--- src/rtl/pool_pkg.sv ---
// Shared definitions for the pooling stream: mode encoding, FSM state type,
// default pixel width and accumulator sizing helpers.
package pool_pkg;

  localparam int DEFAULT_DATA_W = 16;

  localparam logic POOL_AVG = 1'b0;
  localparam logic POOL_MAX = 1'b1;

  typedef enum logic [1:0] {
    ST_IDLE = 2'd0,
    ST_RUN  = 2'd1,
    ST_DONE = 2'd2
  } state_t;

  // Right shift that turns a POOL*POOL window sum into its average.
  function automatic int pool_shift(input int pool);
    return 2 * $clog2(pool);
  endfunction

  // Window accumulator width: wide enough that a full window sum never overflows.
  function automatic int acc_width(input int data_w, input int pool);
    return data_w + pool_shift(pool);
  endfunction

endpackage

--- src/rtl/pool_lane.sv ---
// Per-pixel window datapath: load, accumulate or compare one pixel into a
// window entry and produce the scaled pooled result from the updated entry.
// Max pooling is only built when POOL_MAX_EN is defined; otherwise the lane
// averages and the mode input is ignored.
module pool_lane
  import pool_pkg::*;
#(
  parameter int DATA_W = DEFAULT_DATA_W,
  parameter int POOL   = 2,
  parameter int ACC_W  = acc_width(DATA_W, POOL)
) (
  input  logic [ACC_W-1:0]  acc_in,
  input  logic [DATA_W-1:0] pixel,
  input  logic              load,
  input  logic              mode,
  output logic [ACC_W-1:0]  acc_out,
  output logic [DATA_W-1:0] result
);

  localparam int SHIFT = pool_shift(POOL);

  logic signed [ACC_W-1:0] acc_s;
  logic signed [ACC_W-1:0] pix_s;
  logic signed [ACC_W-1:0] next_s;

  assign acc_s = acc_in;
  assign pix_s = {{(ACC_W-DATA_W){pixel[DATA_W-1]}}, pixel};

`ifndef POOL_MAX_EN
  logic mode_unused;
  assign mode_unused = mode;
`endif

  // Fold the pixel into the entry, then derive the pooled value from it.
  always_comb begin
    next_s = acc_s + pix_s;
`ifdef POOL_MAX_EN
    if (mode == POOL_MAX) next_s = (pix_s > acc_s) ? pix_s : acc_s;
`endif
    if (load) next_s = pix_s;
    acc_out = next_s;
    // Arithmetic shift floors toward minus infinity.
    result = DATA_W'(next_s >>> SHIFT);
`ifdef POOL_MAX_EN
    if (mode == POOL_MAX) result = next_s[DATA_W-1:0];
`endif
  end

endmodule

--- src/rtl/pooling_stream.sv ---
// Streaming POOLxPOOL pooling over a row-major image. One line buffer entry
// per window column collects the window while rows stream past; the result
// lands in a single output register (no skid buffer).
// Optional feature macro: POOL_MAX_EN enables max pooling selected by mode.
module pooling_stream
  import pool_pkg::*;
#(
  parameter int DATA_W = DEFAULT_DATA_W,
  parameter int IMG_W  = 28,
  parameter int IMG_H  = 28,
  parameter int POOL   = 2
) (
  input  logic              clk,
  input  logic              rst,
  input  logic              start,
  input  logic              mode,
  input  logic              in_valid,
  output logic              in_ready,
  input  logic [DATA_W-1:0] in_pixel,
  output logic              out_valid,
  input  logic              out_ready,
  output logic [DATA_W-1:0] out_pixel,
  output logic              busy,
  output logic              finish
);

  localparam int ACC_W = acc_width(DATA_W, POOL);
  localparam int LOG_P = $clog2(POOL);
  localparam int CW    = (IMG_W > 1) ? $clog2(IMG_W) : 1;
  localparam int RW    = (IMG_H > 1) ? $clog2(IMG_H) : 1;
  localparam int NE    = IMG_W / POOL;
  localparam int IW    = (NE > 1) ? $clog2(NE) : 1;

  generate
    if (!(POOL == 2 || POOL == 4) || (IMG_W % POOL) != 0 || (IMG_H % POOL) != 0) begin : g_bad_cfg
      $error("pooling_stream: POOL must be 2 or 4 and must divide IMG_W and IMG_H");
    end
  endgenerate

  state_t            state_q, state_d;
  logic [CW-1:0]     col_q, col_d;
  logic [RW-1:0]     row_q, row_d;
  logic              mode_q, mode_d;
  logic              out_valid_q, out_valid_d;
  logic [DATA_W-1:0] out_pixel_q, out_pixel_d;
  logic              last_out_q, last_out_d;
  logic              busy_q, busy_d;
  logic              finish_q, finish_d;

  logic [ACC_W-1:0]  line_q [2**IW];
  logic [IW-1:0]     ent_idx;
  logic [ACC_W-1:0]  ent_d;
  logic [DATA_W-1:0] lane_result;

  logic in_fire, out_fire, win_first, win_last, frame_last;

`ifndef POOL_MAX_EN
  logic mode_unused;
  assign mode_unused = mode;
`endif

  assign in_ready   = (state_q == ST_RUN) && (!out_valid_q || out_ready);
  assign in_fire    = in_valid && in_ready;
  assign out_fire   = out_valid_q && out_ready;
  assign ent_idx    = IW'(col_q >> LOG_P);
  assign win_first  = (col_q[LOG_P-1:0] == '0) && (row_q[LOG_P-1:0] == '0);
  assign win_last   = (&col_q[LOG_P-1:0]) && (&row_q[LOG_P-1:0]);
  assign frame_last = (col_q == CW'(IMG_W-1)) && (row_q == RW'(IMG_H-1));

  pool_lane #(
    .DATA_W (DATA_W),
    .POOL   (POOL),
    .ACC_W  (ACC_W)
  ) u_lane (
    .acc_in  (line_q[ent_idx]),
    .pixel   (in_pixel),
    .load    (win_first),
    .mode    (mode_q),
    .acc_out (ent_d),
    .result  (lane_result)
  );

  // Next-state, counter and output-register decisions for the frame FSM.
  always_comb begin
    state_d     = state_q;
    col_d       = col_q;
    row_d       = row_q;
    mode_d      = mode_q;
    out_valid_d = out_valid_q;
    out_pixel_d = out_pixel_q;
    last_out_d  = last_out_q;
    case (state_q)
      ST_IDLE: begin
        if (start) begin
          state_d    = ST_RUN;
          col_d      = '0;
          row_d      = '0;
          last_out_d = 1'b0;
`ifdef POOL_MAX_EN
          mode_d     = mode;
`else
          mode_d     = POOL_AVG;
`endif
        end
      end
      ST_RUN: begin
        if (out_fire) begin
          out_valid_d = 1'b0;
          if (last_out_q) begin
            state_d    = ST_DONE;
            last_out_d = 1'b0;
          end
        end
        if (in_fire) begin
          if (col_q == CW'(IMG_W-1)) begin
            col_d = '0;
            row_d = (row_q == RW'(IMG_H-1)) ? '0 : row_q + 1'b1;
          end else begin
            col_d = col_q + 1'b1;
          end
          // Window just completed: its result takes the output register.
          if (win_last) begin
            out_valid_d = 1'b1;
            out_pixel_d = lane_result;
            last_out_d  = frame_last;
          end
        end
      end
      ST_DONE: state_d = ST_IDLE;
      default: state_d = ST_IDLE;
    endcase
    busy_d   = (state_d == ST_RUN);
    finish_d = (state_d == ST_DONE);
  end

  // Control and output registers; reset abandons any frame in flight.
  always_ff @(posedge clk) begin
    if (rst) begin
      state_q     <= ST_IDLE;
      col_q       <= '0;
      row_q       <= '0;
      mode_q      <= POOL_AVG;
      out_valid_q <= 1'b0;
      out_pixel_q <= '0;
      last_out_q  <= 1'b0;
      busy_q      <= 1'b0;
      finish_q    <= 1'b0;
    end else begin
      state_q     <= state_d;
      col_q       <= col_d;
      row_q       <= row_d;
      mode_q      <= mode_d;
      out_valid_q <= out_valid_d;
      out_pixel_q <= out_pixel_d;
      last_out_q  <= last_out_d;
      busy_q      <= busy_d;
      finish_q    <= finish_d;
    end
  end

  // Line buffer update: every accepted pixel rewrites its window entry.
  always_ff @(posedge clk) begin
    if (in_fire) line_q[ent_idx] <= ent_d;
  end

  assign out_valid = out_valid_q;
  assign out_pixel = out_pixel_q;
  assign busy      = busy_q;
  assign finish    = finish_q;

endmodule
--- config.mk ---
export PLATFORM = sky130hd
export DESIGN_NAME = pooling_stream
export DESIGN_NICKNAME = d
export VERILOG_FILES = /design/src/rtl/pool_pkg.sv /design/src/rtl/pool_lane.sv /design/src/rtl/pooling_stream.sv
export SDC_FILE = /design/constraint.sdc
export NUM_CORES = 1
export LEC_CHECK = 0
export CAP_MARGIN = 20
export CORE_ASPECT_RATIO = 0.6
export CORE_MARGIN = 5
export CORE_UTILIZATION = 50
export DETAILED_ROUTE_END_ITERATION = 12
export PLACE_DENSITY = 0.67
export SLEW_MARGIN = 10
export SYNTH_ARGS = -nofsm -noshare
export SYNTH_HDL_FRONTEND = slang
export SYNTH_HIERARCHICAL = 1
export SYNTH_SLANG_ARGS = --single-unit
--- constraint.sdc ---
create_clock -name clk -period 13.6 [get_ports clk]
set_input_delay 2.72 -clock clk [delete_from_list [all_inputs] [get_ports clk]]
set_output_delay 2.72 -clock clk [all_outputs]
set_load 0.02 [all_outputs]
==> results.yml, run 1 <==
status:
  outcome: "complete, no violations"
critical_path:
  cp.arrival_ns: 4.30
  cp-start-kind: "input pin"
  critPathKind: "in2out"
  worstPathMaxFanout: 7
  worstPathRequired_ns: 10.88
  crit_path_end_kind: "output port"
  rrSetupSlack_ns: 8.15
layout:
  syn2layout_area_growth_pct: 14.07
  diodes: 0
  num-nets-final: 894
  final_layout_size_suffix_gt1_share_pct: 21.85
power:
  combPwrFrac_pct: 5.3
  power.internal_w: 0.001594
  power_frac_clock_pct: 40.6
  switching_share_pct: 21.52
  leakage_nw: 5.143
  power_density_nw_per_um2: 131.3
  p_sw_w: 0.0004372
  total_power_w: 0.002031
  power_frac_seq_pct: 54.1
  max-vdd-ir-drop_v: 0.0001149
clock_network:
  clock_latency_ns: 0.56
  cts_tree: "built"
  numClockSinks: 324
  holdBufCountCts: 0
  root_buffer: "clkbuf_16"
  cts.clk_slew.worst_paths_ns: 0.07
  post_cts_buffers: 0
  clockBufferDepth: 3
  cts_resized: 0
  htree_levels: 1
  cts_buffers: 30
timing:
  fmax_ghz: 0.1424
  fin_crit_sh_pct: 51.64
  setup_violations: 0
  worstMarginPinSlew_ns: 1.070
  worst_hold_slack_ns: 0.4838
  hold_viol_final: 0
  fin_worst_skew_ns: 0.01810
  slew_viol_final: 0
  setup_tns_ns: 0
  slew_headroom_pct: 28.69
  min_period_ns: 7.023
  rsz0062_at_grt: "false"
placement:
  portBuffers: 40
  dp_hpwl_um: 18890
  place_congestion: 0.8456
die:
  die_w_um: 222.6
  rows: 46
  die_h_um: 137.6
  core_sq_um: 26590
  initial_core_util_pct: 51.01
  pin_count: 42
  dieArea_sq_um: 30630
route:
  wl_per_cell_um: 25.57
  viasPerCell: 6.159
  initialDrtViolationCount: 828
  drc: 0
  via_count: 7600
  first_pass_iters: 5
  routed_wl_um: 31550
  detail-route-antenna-nets: 0
grt:
  antenna_found_initial: 0
  grt_pass1_vias: 7614
  track_usage_pct: 20.70
  grt.overflow.total: 0
  grt_pass1_wl_um: 47270
  grt_max_degree: 72
synth:
  synth_area_sq_um: 13560
  ys.warnings.count: 6
  avgSynthCellArea_sq_um: 17.04
  syn_nets: 838
  synthCells: 796
run:
  cap_violations: 0
min_path:
  hp-class: "reg2reg"
==> through the flow <==
stage | cells | utilization (%) | area (sq um) | setup slack (ns)
final | 1234 | 58.18 | 15470 | 6.577
after global routing | 1234 | 58.18 | 15470 | 6.536
after CTS | 1232 | 58.09 | 15450 | 6.591
after detailed placement | 1178 | 54.45 | 14480 | 6.605
after global placement | 1177 | 54.39 | 14460 | 6.615
after floorplan | 796 | - | 13560 | 7.725
==> worst max-delay path, stage by stage <==
cell and delay (ns):
clkdlybuf4s50_1 0.53, nand2b_1 0.26, and2_1 0.18, clkdlybuf4s50_1 0.61
==> per-layer routing <==
metal,vias to the layer above,global-route usage [%],part of all wire [%]
li1,3345,-,-
met1,3866,29.56,43
met2,338,33.85,47
met3,51,4.387,8.2
met4,0,3.910,1.6
met5,-,0,0
==> state kept, by name, summed over array words and instances (netlist names), named ones only <==
register and count:
line_q 288, out_pixel 16, col_q 5, row_q 5, state_q 2, busy 1, finish 1, last_out_q 1
out_valid 1
==> cell usage in the layout, fill, tap and decap left out, types with 9 or more instances in the layout <==
cell,instances
mux4_2,72
o21ai_0,21
ha_1,19
a22oi_1,36
a21oi_1,20
mux2i_1,17
edfxtp_1,288
a21o_1,9
nor2_2,10
buf_4,39
nand2_1,46
clkbuf_16,31
dfxtp_1,34
clkdlybuf4s50_1,40
nor2_1,27
and3_1,13
inv_1,9
nand3_1,9
==> power groups by stage <==
stage	clock network, W	registers, W	logic (W)
final	0.000825	0.00110	0.000107
after global routing	0.000883	0.00110	0.000116
after CTS	0.000843	0.00110	0.000105
after detailed placement	0	0.00112	0.000105
after global placement	0	0.00112	0.0000989
after floorplan	0	0.00112	0.0000715
==> final timing paths <==
path | startpoint | endpoint | depth (start not counted)
min reg2reg | last_out_q | last_out_q | 1
max reg2reg | flip-flop | out_pixel[12] | 14
min | last_out_q | last_out_q | 1
max | out_ready | in_ready | 4
==> cell type report <==
class                           count  area, sq um
Tap cell                          360        450.4
Sequential cell                   324         9374
Multi-Input combinational cell    407         3941
Inverter                            9        33.78
Fill cell                        1994        11120
Clock buffer                       35        790.8
Clock inverter                     19        176.4
Timing Repair Buffer               80        704.4
Note: power is estimated with default switching activity, not from simulation.
==> inputs of run 2 (changes only) <==
--- a/config.mk
+++ b/config.mk
@@ -10,7 +10,7 @@
 export CORE_MARGIN = 5
 export CORE_UTILIZATION = 50
 export DETAILED_ROUTE_END_ITERATION = 12
-export PLACE_DENSITY = 0.67
+export PLACE_DENSITY = 0.7
 export SLEW_MARGIN = 10
 export SYNTH_ARGS = -nofsm -noshare
 export SYNTH_HDL_FRONTEND = slang
==> constraint.sdc (replaced) <==
create_clock -name clk -period 5.95 [get_ports clk]
set_input_delay 1.19 -clock clk [delete_from_list [all_inputs] [get_ports clk]]
set_output_delay 1.19 -clock clk [all_outputs]
set_load 0.02 [all_outputs]
==> run 2 against run 1 <==
- worst setup slack got worse by 5.5 ns
- clock skew up 0.0083 ns
- final cell count barely moved
- global-route usage grew 0.058 points
- largest power group unchanged
==> results.yml, run 2 (synthesized netlist as in run 1, its figures left out) <==
status:
  outcome: "complete, no violations"
timing:
  setup_tns_ns: 0
  hold_viol_final: 0
  fin_crit_sh_pct: 82.48
  setup_violations: 0
  worstMarginPinSlew_ns: 1.010
  fmax_ghz: 0.2038
  slew_viol_final: 0
  finalWorstSetupSlack_ns: 1.042
  slew_headroom_pct: 32.69
  fin_worst_skew_ns: 0.02641
  rsz0062_at_grt: "false"
  min_period_ns: 4.908
critical_path:
  cp-start-kind: "flip-flop"
  crit_path_end_kind: "flip-flop"
  critPathKind: "reg2reg"
  cp.buffers_inverters: 1
  cp_common_cell: "a21oi_1"
  r2r_end: "out_pixel[14]"
  slowest_stage: "a311oi_2"
  worstPathRequired_ns: 6.44
  path_delay_family: "compound AO/OA/AOI/OAI gates"
  cp.arrival_ns: 5.40
  slowest_delay_ns: 0.82
  crit_chain: "buf_4 -> mux4_2 -> a22oi_1 -> nand2_1 -> ha_1 -> a21oi_1 -> o21ai_0 -> a311oi_1 -> a21oi_1 -> a311oi_2 -> mux2i_1 -> nor2_1"
  rrSetupSlack_ns: 1.04
  reg2regPathDepth: 12
  worstPathMaxFanout: 33
die:
  dieArea_sq_um: 30630
  initial_core_util_pct: 51.01
  rows: 46
  core_sq_um: 26590
  die_h_um: 137.6
  die_w_um: 222.6
  pin_count: 42
clock_network:
  clock_latency_ns: 0.57
  root_buffer: "clkbuf_16"
  clockBufferDepth: 3
  post_cts_buffers: 0
  htree_levels: 1
  cts_tree: "built"
  numClockSinks: 324
  cts_buffers: 29
  holdBufCountCts: 0
  cts.clk_slew.worst_paths_ns: 0.07
  cts_resized: 0
route:
  wl_per_cell_um: 25.50
  initialDrtViolationCount: 925
  routed_wl_um: 31500
  via_count: 7552
  drc: 0
  first_pass_iters: 5
  detail-route-antenna-nets: 0
  viasPerCell: 6.115
power:
  max-vdd-ir-drop_v: 0.0003326
  total_power_w: 0.004701
  power_density_nw_per_um2: 303.3
  leakage_nw: 5.173
layout:
  fillers: 1958
  regMostFlops: "line_q"
  syn2layout_area_growth_pct: 14.28
  mostFrequentLayoutCells: "288 x edfxtp_1, 72 x mux4_2, 46 x nand2_1"
  diodes: 0
  num-nets-final: 894
  final_layout_size_suffix_gt1_share_pct: 21.83
  final_common_cell: "edfxtp_1"
  largest_reg_flops: 288
placement:
  place_congestion: 0.8365
  portBuffers: 40
  dp_hpwl_um: 18960
  pre_cts_slack_ns: 1.081
grt:
  antenna_found_initial: 0
  grt.overflow.total: 0
  track_usage_pct: 20.76
  grt_max_degree: 38
  grt_pass1_vias: 7602
  grt_pass1_wl_um: 47200
min_path:
  min_delay_path_depth: 2
  holdCritStartpoint: "out_pixel[15]"
  hp-class: "reg2reg"
  whs_endpoint: "out_pixel[15]"
run:
  cap_violations: 0
-- run 2: worst min-delay path, stage by stage, from the launching register on --
cell	delay, ns
dfxtp_1	0.33
mux2i_1	0.07
nor2_1	0.07
-- run 2: power by group --
part	switching [W]	internal [W]
Sequential	0.00000624	0.00251
Combinational	0.000152	0.0000898
Clock	0.000812	0.00113
-- run 2: worst max-delay path by stage --
stage,cells after the start,start,endpoint
CTS,11,flip-flop,out_pixel[6]
floorplan,16,flip-flop,out_pixel[8]
detailed placement,11,flip-flop,out_pixel[6]
global route,12,flip-flop,out_pixel[14]
finish,12,flip-flop,out_pixel[14]
global placement,12,flip-flop,out_pixel[14]
-- run 2: per-stage QoR --
step	hold WS [ns]	utilization, %	cells	instance area, sq um
3_3_place_gp	0.4619	54.55	1180	14500
5_1_grt	0.5213	58.29	1235	15500
3_5_place_dp	0.4894	54.55	1180	14500
4_1_cts	0.5048	58.26	1234	15490
2_1_floorplan	0.4489	-	796	13560
6_report	0.4975	58.29	1235	15500
-- run 2: metal layers --
metal  GRT usage [%]  wire length [um]  up-vias
met5               0                 0        -
met3           4.387              2546       60
met4           3.910               660        0
met2           34.24             15090      342
met1           29.42             13200     3840
li1                -                 -     3310
-- run 2: cell type report --
class / instances / area (sq um) / area share, %
timing repair buffer: 81 / 720.7 / 4.650
tap: 360 / 450.4 / 2.906
clock buffer: 38 / 769.5 / 4.964
clock inverter: 16 / 219.0 / 1.413
multi-input combinational: 407 / 3933 / 25.37
sequential: 324 / 9374 / 60.48
inverter: 9 / 33.78 / 0.2180
